File: config.mk
export PLATFORM = sky130hd
export DESIGN_NAME = fetch_unit
export DESIGN_NICKNAME = d
export VERILOG_FILES = /design/src/rtl/fetch_pkg.sv /design/src/rtl/fetch_fifo.sv /design/src/rtl/fetch_unit.sv
export SDC_FILE = /design/constraint.sdc
export NUM_CORES = 1
export LEC_CHECK = 0
export ABC_AREA = 1
export CORE_UTILIZATION = 35
export CTS_BUF_LIST = sky130_fd_sc_hd__clkbuf_8
export DETAILED_ROUTE_END_ITERATION = 8
export SYNTH_ARGS = -nofsm -noshare
export SYNTH_HDL_FRONTEND = slang
export SYNTH_SLANG_ARGS = --single-unit
File: constraint.sdc
create_clock -name clk -period 11.3 [get_ports clk]
set_input_delay 2.26 -clock clk [delete_from_list [all_inputs] [get_ports clk]]
set_output_delay 2.26 -clock clk [all_outputs]
set_load 0.01 [all_outputs]
File: src/rtl/fetch_pkg.sv
// Shared types and constants for the instruction-fetch front end.
package fetch_pkg;

  typedef enum logic [1:0] {
    FS_IDLE = 2'd0,
    FS_WAIT = 2'd1,
    FS_DROP = 2'd2
  } fetch_state_e;

  localparam int INST_BYTES = 4;

endpackage

File: src/rtl/fetch_fifo.sv
// Prefetch FIFO between instruction memory and decode; head is presented
// combinationally, flush empties it in one cycle.
module fetch_fifo #(
  parameter int WIDTH = 64,
  parameter int DEPTH = 4
) (
  input  logic                     clk,
  input  logic                     cpu_rst,
  input  logic                     push,
  input  logic                     pop,
  input  logic                     flush,
  input  logic [WIDTH-1:0]         din,
  output logic                     full,
  output logic                     empty,
  output logic [$clog2(DEPTH):0]   count,
  output logic [WIDTH-1:0]         head
);

  localparam int PW = $clog2(DEPTH);
  localparam logic [PW:0] FULL_CNT = (PW+1)'(DEPTH);

  logic [WIDTH-1:0] mem [DEPTH];
  logic [PW-1:0]    wr_ptr;
  logic [PW-1:0]    rd_ptr;

  // NOTE: storage is reset as well so the head reads zero out of reset,
  // which is what decode sees on if_inst/if_pc before the first fetch.
  always_ff @(posedge clk or posedge cpu_rst) begin
    if (cpu_rst) begin
      wr_ptr <= '0;
      rd_ptr <= '0;
      count  <= '0;
      for (int i = 0; i < DEPTH; i++) mem[i] <= '0;
    end else if (flush) begin
      wr_ptr <= '0;
      rd_ptr <= '0;
      count  <= '0;
    end else begin
      // NOTE: non-blocking assignments keep every register update in this
      // block reading the pre-edge values, independent of statement order.
      if (push) begin
        mem[wr_ptr] <= din;
        wr_ptr      <= wr_ptr + 1'b1;
      end
      if (pop) rd_ptr <= rd_ptr + 1'b1;
      if (push && !pop)      count <= count + 1'b1;
      else if (pop && !push) count <= count - 1'b1;
    end
  end

  assign head  = mem[rd_ptr];
  assign full  = (count == FULL_CNT);
  assign empty = (count == '0);

endmodule

File: src/rtl/fetch_unit.sv
// Instruction-fetch front end: owns the PC, runs the req/ack handshake to
// instruction memory and feeds decode from the prefetch FIFO.
module fetch_unit
  import fetch_pkg::*;
#(
  parameter int                    ADDR_WIDTH  = 32,
  parameter int                    DATA_WIDTH  = 32,
  parameter int                    FETCH_DEPTH = 4,
  parameter logic [ADDR_WIDTH-1:0] RESET_PC    = '0
) (
  input  logic                  clk,
  input  logic                  cpu_rst,
  input  logic                  cpu_en,
  output logic                  inst_ren,
  output logic [ADDR_WIDTH-1:0] inst_addr,
  input  logic                  inst_ack,
  input  logic [DATA_WIDTH-1:0] inst_data,
  input  logic                  redir_valid,
  input  logic [ADDR_WIDTH-1:0] redir_addr,
  output logic                  if_valid,
  input  logic                  if_ready,
  output logic [DATA_WIDTH-1:0] if_inst,
  output logic [ADDR_WIDTH-1:0] if_pc
);

  localparam int CW = $clog2(FETCH_DEPTH) + 1;
  localparam logic [CW:0] DEPTH_LIMIT = (CW+1)'(FETCH_DEPTH);

  fetch_state_e          state, state_nxt;
  logic [ADDR_WIDTH-1:0] pc, pc_nxt;
  logic [ADDR_WIDTH-1:0] req_addr, req_nxt;
  logic [ADDR_WIDTH-1:0] redir_aligned, fetch_from;
  logic                  push, pop, fifo_empty, unused_fifo_full, issue_ok, issue;
  logic [CW-1:0]         fifo_count;
  logic [CW:0]           next_occ;
  logic                  unused_redir_bits;

  assign redir_aligned     = {redir_addr[ADDR_WIDTH-1:2], 2'b00};
  assign unused_redir_bits = ^redir_addr[1:0];

  assign inst_ren  = (state != FS_IDLE);
  assign inst_addr = req_addr;
  assign if_valid  = ~fifo_empty;

  // A redirect flushes, so neither a push nor a pop takes effect that cycle.
  assign push = (state == FS_WAIT) & inst_ack & ~redir_valid;
  assign pop  = if_valid & if_ready & ~redir_valid;

  assign next_occ   = {1'b0, fifo_count} + {{CW{1'b0}}, push} - {{CW{1'b0}}, pop};
  assign issue_ok   = cpu_en & (next_occ < DEPTH_LIMIT);
  assign fetch_from = redir_valid ? redir_aligned : pc;

  // NOTE: every variable gets a default before any branch so that no path
  // leaves one unassigned, which would otherwise infer a latch.
  always_comb begin
    state_nxt = state;
    pc_nxt    = pc;
    req_nxt   = req_addr;
    issue     = 1'b0;
    if (redir_valid) begin
      pc_nxt = redir_aligned;
      if (inst_ren && !inst_ack) begin
        state_nxt = FS_DROP;
      end else begin
        state_nxt = FS_IDLE;
        issue     = cpu_en;
      end
    end else begin
      unique case (state)
        FS_IDLE: issue = issue_ok;
        FS_WAIT, FS_DROP: begin
          if (inst_ack) begin
            state_nxt = FS_IDLE;
            issue     = issue_ok;
          end
        end
        default: state_nxt = FS_IDLE;
      endcase
    end
    if (issue) begin
      state_nxt = FS_WAIT;
      req_nxt   = fetch_from;
      pc_nxt    = fetch_from + ADDR_WIDTH'(INST_BYTES);
    end
  end

  always_ff @(posedge clk or posedge cpu_rst) begin
    if (cpu_rst) begin
      state    <= FS_IDLE;
      pc       <= RESET_PC;
      req_addr <= RESET_PC;
    end else begin
      state    <= state_nxt;
      pc       <= pc_nxt;
      req_addr <= req_nxt;
    end
  end

  fetch_fifo #(
    .WIDTH (ADDR_WIDTH + DATA_WIDTH),
    .DEPTH (FETCH_DEPTH)
  ) u_fifo (
    .clk     (clk),
    .cpu_rst (cpu_rst),
    .push    (push),
    .pop     (pop),
    .flush   (redir_valid),
    .din     ({req_addr, inst_data}),
    .full    (unused_fifo_full),
    .empty   (fifo_empty),
    .count   (fifo_count),
    .head    ({if_pc, if_inst})
  );

endmodule

==> results of run 1 <==
-- power by group through the flow --
stage / logic, mW / registers, mW / clock network [mW]
floorplan: 0.872 / 1.68 / 0
global placement: 1.49 / 1.74 / 0
detailed placement: 1.52 / 1.74 / 0
CTS: 1.53 / 1.72 / 1.18
global route: 1.70 / 1.77 / 1.23
finish: 1.51 / 1.73 / 1.13
-- routing by layer --
| metal | routed length, µm | track usage |
|---|---|---|
| met1 | 19700 | 0.268 |
| met2 | 19200 | 0.309 |
| met3 | 2450 | 0.0375 |
| met4 | 1030 | 0.0700 |
| met5 | 0 | 0 |
-- critical path, stage by stage, from the launching register on --
cell             delay [ps]
dfrtp_4                 700
inv_4                   500
buf_4                   770
nor2_1                  130
o22ai_1                 280
clkdlybuf4s50_1         580
-- sequential cells by signal, summed over array words and instances (netlist names) --
register,cells
state,2
inst_addr,32
u_fifo.mem,256
u_fifo.wr_ptr,2
u_fifo.rd_ptr,2
pc,32
u_fifo.count,3
-- cell type report --
type | count | area share
timing repair buffer | 181 | 0.0966
multi-input combinational | 1349 | 0.331
clock inverter | 32 | 0.0118
inverter | 108 | 0.0223
tap | 585 | 0.0396
clock buffer | 71 | 0.0529
sequential | 329 | 0.446
-- cells in the mapped netlist --
library cell    n
nor2_2          4
buf_4           9
nand3_1        89
clkbuf_1      102
a21oi_1         2
or2_2           2
nand2_1       577
nand3b_1        3
o21ai_0       393
buf_1           2
nand2_2         1
buf_2           2
o22ai_1        65
inv_2           1
o21ai_4         1
clkinv_1        1
buf_6           8
inv_1         106
o21bai_1        1
nor3_1          1
xor2_1          9
dfrtp_1       329
nor2_1        181
xnor2_1         6
ha_1           12
nor2_4          1
fa_1            1
-- final timing paths --
check / to / slack (ps) / depth (start not counted)
hold / removal: u_fifo.mem[113] / 480 / 2
min in group asynchronous: u_fifo.mem[251] / 1860 / 2
hold reg to reg: u_fifo.mem[113] / 480 / 2
setup / recovery: if_pc[26] / 5410 / 5
setup reg to reg: pc[14] / 8280 / 17
max in group asynchronous: u_fifo.mem[91] / 7370 / 4
-- logic make-up after synthesis --
group                      Yosys count  share of synthesized area
AOI/OAI and AO/OA                  462                      0.158
DFF                                329                      0.539
buffers and inverters              231                     0.0631
xor gates and xnor gates            15                    0.00860
adders and majority gates           13                     0.0111
and+or+nand+nor                    859                      0.221
==> summary.txt, run 1 <==
Pwr
  – Pwr Density: 236 mW/mm²
  – NetSw: approximately 1.6 mW
  – Clock share of power: 0.259
  – LEAKAGE: 8.79 nW
  – Comb power frac: 0.345
  – Design Power: 4.37 mW
  – Switch share: 0.359
  – Internal power: 2.80 mW
  – Max VDD drop: 0.0945 mV
  – Sequential power share: 0.396

Clock tree
  – PostCTS Resize Cnt: 0
  – # hold bufs at CTS: 0
  – CTS tree: built
  – TritonCTS Buffers: 57
  – Postcts setup bufs: 0
  – Clk root buf: clkbuf_8
  – CTS Sinks: roughly 330
  – Clk_lat worst skew: 630 ps
  – Clock-pin slew on the worst setup and hold paths: 70 ps
  – Clock tree buffer depth: 3
  – Clock H-tree levels: 2

Timing
  – Slew Viols, Final: 0
  – Endpoints failing setup: 0
  – Fin Setup TNS: 0 ps
  – RSZ-0062 raised after global routing: false
  – Min Tclk post-route: 5890 ps
  – Hold slack: 478 ps
  – Max-slew headroom: 0.283
  – Max Fclk: about 0.17 GHz
  – Clock skew: 33.8 ps
  – Hold Violations, Final: 0
  – Final worst slack: 5410 ps
  – Crit share post-route: 0.521
  – Worst-margin pin slew: 1080 ps

Min path
  – Hold Startpoint: u_fifo.mem[113]
  – Hold Path Class: reg2reg

Detailed routing
  – Detail Route Antenna Nets: 0
  – DR WL/cell: 16.0 µm
  – Initial drt markers: 1268
  – Vias: between 10000 and 15000
  – Via density: 4.95
  – Final WL: 42400 µm
  – Post-route DRC: 0
  – Pre-Repair DR Iteration Count: 5

Placed design
  – # placed instances: roughly 2600
  – Hpwl dp: 25100 µm
  – Pre-CTS setup slack: 5670 ps
  – PortBufs: between 150 and 200
  – Placed standard-cell area: 0.0173 mm²
  – Routability Congestion: between 0.8 and 0.9

GRT
  – Vias in the first global route: 12927
  – First-pass GRT wire length: between 60000 and 70000 µm
  – Largest net degree at the start of global routing: 185
  – Tot GR Track Use: 0.196
  – Total grt overflow: 0
  – Initial antenna violation count: 0

Finish
  – Non-Filler Instances: 2655
  – Commonest non-fill, non-tap cell in the layout: nand2_1
  – Layout cell share with drive strength beyond 1: 0.0585
  – Multi-input gate area: 0.00612 mm²
  – Layout Utilization: 0.429
  – Most frequent cells in the layout: nand2_1 (573), o21ai_0 (393), dfrtp_1 (327)
  – Storage element area: 0.00824 mm²
  – Final instance area: 0.0185 mm²
  – Diode count: 0
  – Nets: roughly 2100
  – Fillcell total: 4400
  – Area added between synthesis and finish: 20.9%

Yosys
  – Register area share after synthesis: 0.539
  – Syn_area_per_cell: 8.00 µm²
  – Area contributors post-synth: dfrtp_1 (54%), nand2_1 (14%), o21ai_0 (13%)
  – Mapped Nets: 1992
  – Netlist cell types: 27
  – Mapped cell area: 0.0153 mm²
  – Post-synthesis cell count: 1909
  – Seq cells post-synth: ~330
  – Leading area contributor after synthesis: dfrtp_1
  – Warnings from Yosys: 0
  – Synth top area share: 0.539

Floorplanning
  – Core Area: 0.0431 mm²
  – Num rows: 76
  – Initial Utilization: 0.355
  – Die Y: 211 µm
  – I/O Pins: 168
  – Die W: 211 µm
  – Die Area: roughly 0.044 mm²

Outcome
  – Status: completed

Setup path
  – Critical path launch point: u_fifo.rd_ptr[0]
  – CP Data Required Time: 9040 ps
  – Crit path launch type: register
  – Worst EP arrival: 3630 ps
  – CP Capture Type: output port
  – CP Class: reg2out
  – Reg-to-reg critical path startpoint: u_fifo.count[1]
  – Worst-path fanout max: 78

Job
  – Maxcap violations: 0
Note: power is estimated with default switching activity, not from simulation.
==> run 2: changes to the inputs <==
Clock period 11.3 ns to 4.9 ns, I/O delays scaled along.
==> summary.txt, run 2 (synthesis gave the netlist of run 1 again) <==
Timing
  – Fin Setup TNS: 0 ps (unchanged)
  – Slew Viols, Final: 0 (unchanged)
  – Hold slack: 479 ps (+1.09 ps)
  – Max Fclk: 0.231 GHz
  – Crit share post-route: 0.883
  – Final worst slack: 571 ps (-4840 ps)
  – Endpoints failing setup: 0 (unchanged)
  – RSZ-0062 raised after global routing: false
  – Hold Violations, Final: 0 (unchanged)
  – Min Tclk post-route: around 4300 ps
  – Clock skew: 12.9 ps (-20.8 ps)
  – Worst-margin pin slew: 1010 ps (-68.6 ps)
  – Max-slew headroom: 0.328 (+0.0457)

Detailed routing
  – Initial drt markers: 1023 (-19%)
  – Detail Route Antenna Nets: 0 (unchanged)
  – Post-route DRC: 0 (unchanged)
  – Final WL: 42600 µm (+0.47%)
  – Via density: 4.98 (+0.65%)
  – DR WL/cell: 16.0 µm (+0.32%)
  – Vias: 13253 (+0.81%)
  – Pre-Repair DR Iteration Count: 9 (+4)

GRT
  – Largest net degree at the start of global routing: 95 (-49%)
  – Total grt overflow: 0 (unchanged)
  – Tot GR Track Use: 0.194 (-0.00132)
  – Vias in the first global route: 12783 (-1.1%)
  – Initial antenna violation count: 0 (unchanged)
  – First-pass GRT wire length: 68400 µm (-1.1%)

Setup path
  – Reg-to-reg critical path startpoint: u_fifo.count[1]
  – Worst EP arrival: 3350 ps (-280 ps)
  – Worst R2R Setup Slack: 1790 ps (-6490 ps)
  – R2R Path End: pc[5]
  – Worst-path fanout max: 94 (+21%)
  – CP Capture Type: output port
  – CP Data Required Time: 3920 ps (-5120 ps)
  – CP Class: reg2out
  – FF-to-FF path depth: 16 (-1)
  – Crit path launch type: register

Clock tree
  – Clock-pin slew on the worst setup and hold paths: 60 ps (about the same)
  – CTS tree: built
  – Postcts setup bufs: 0 (unchanged)
  – Clock H-tree levels: 2 (unchanged)
  – CTS Sinks: 329 (unchanged)
  – Clk root buf: clkbuf_8
  – # hold bufs at CTS: 0 (unchanged)
  – TritonCTS Buffers: 57 (unchanged)
  – PostCTS Resize Cnt: 0 (unchanged)
  – Clock tree buffer depth: 3 (unchanged)
  – Clk_lat worst skew: 630 ps (about the same)

Placed design
  – PortBufs: 165 (unchanged)
  – Hpwl dp: 26200 µm (+4.5%)
  – Placed standard-cell area: 0.0174 mm² (+0.96%)
  – # placed instances: 2559 (+0.27%)
  – Routability Congestion: 0.895 (+1.3%)
  – Pre-CTS setup slack: 997 ps (-4670 ps)

Min path
  – Hold Path End: u_fifo.mem[164]
  – Hold Crit Depth: 2 (unchanged)
  – Hold Path Class: reg2reg
  – Hold Startpoint: u_fifo.mem[164]

Finish
  – Nets: 2116 (+0.33%)
  – Commonest non-fill, non-tap cell in the layout: nand2_1
  – Diode count: 0 (unchanged)
  – Most frequent cells in the layout: nand2_1 (573), o21ai_0 (393), dfrtp_1 (327)
  – Most flops, register: u_fifo.mem
  – Area added between synthesis and finish: 22.0%
  – Layout Utilization: 0.433 (+0.00386)
  – Layout cell share with drive strength beyond 1: 0.0622 (+0.00374)
  – Final instance area: 0.0186 mm² (+0.90%)
  – Flip-flop count of the largest register after layout: 256 (unchanged)
  – Non-Filler Instances: 2659 (+0.15%)

Floorplanning
  – Die Area: 0.0445 mm² (unchanged)
  – Die W: 211 µm (unchanged)
  – Core Area: 0.0431 mm² (unchanged)
  – I/O Pins: 168 (unchanged)
  – Num rows: 76 (unchanged)
  – Die Y: 211 µm (unchanged)
  – Initial Utilization: 0.355 (unchanged)

Pwr
  – Design Power: 10.1 mW (+130%)
  – Max VDD drop: 0.214 mV (+130%)
  – Pwr Density: 542 mW/mm² (+130%)
  – LEAKAGE: 8.85 nW (+0.74%)

Job
  – Maxcap violations: 0 (unchanged)

Outcome
  – Status: completed
==> run 2: layout make-up <==
type,count,area (µm²)
Fill cell,4340,24400
Sequential cell,329,8240
Multi-Input combinational cell,1349,6120
Timing Repair Buffer,188,1950
Clock buffer,72,991
Tap cell,585,732
Inverter,108,412
Clock inverter,28,206
==> run 2: layer usage <==
| layer | track usage | routed length [µm] | up-vias | part of all wire |
|---|---|---|---|---|
| met5 | 0 | 0 | - | 0 |
| met1 | 0.263 | 19500 | 6320 | 0.46 |
| li1 | - | - | 6468 | - |
| met2 | 0.311 | 19700 | 400 | 0.46 |
| met3 | 0.0345 | 2360 | 65 | 0.055 |
| met4 | 0.0722 | 1050 | 0 | 0.025 |
==> run 2: where the power goes <==
part,switching [mW],internal [mW]
Combinational,1.95,1.55
Sequential,0.525,3.47
Clock,1.14,1.47
==> run 2: how the worst max path moves through the flow <==
stage,start,end,cells past startpoint
CTS,u_fifo.rd_ptr[0],if_pc[16],4
floorplan,cpu_rst,inst_addr[0],1
detailed placement,redir_valid,inst_addr[14],13
global placement,redir_valid,pc[5],13
finish,u_fifo.rd_ptr[0],if_pc[16],4
global route,u_fifo.rd_ptr[0],if_pc[17],4
==> run 2: critical path, cell delays in order, from the launching register on <==
cell             delay (ps)
dfrtp_4                 700
buf_4                   840
o21ai_0                 170
o22ai_1                 360
clkdlybuf4s50_1         610
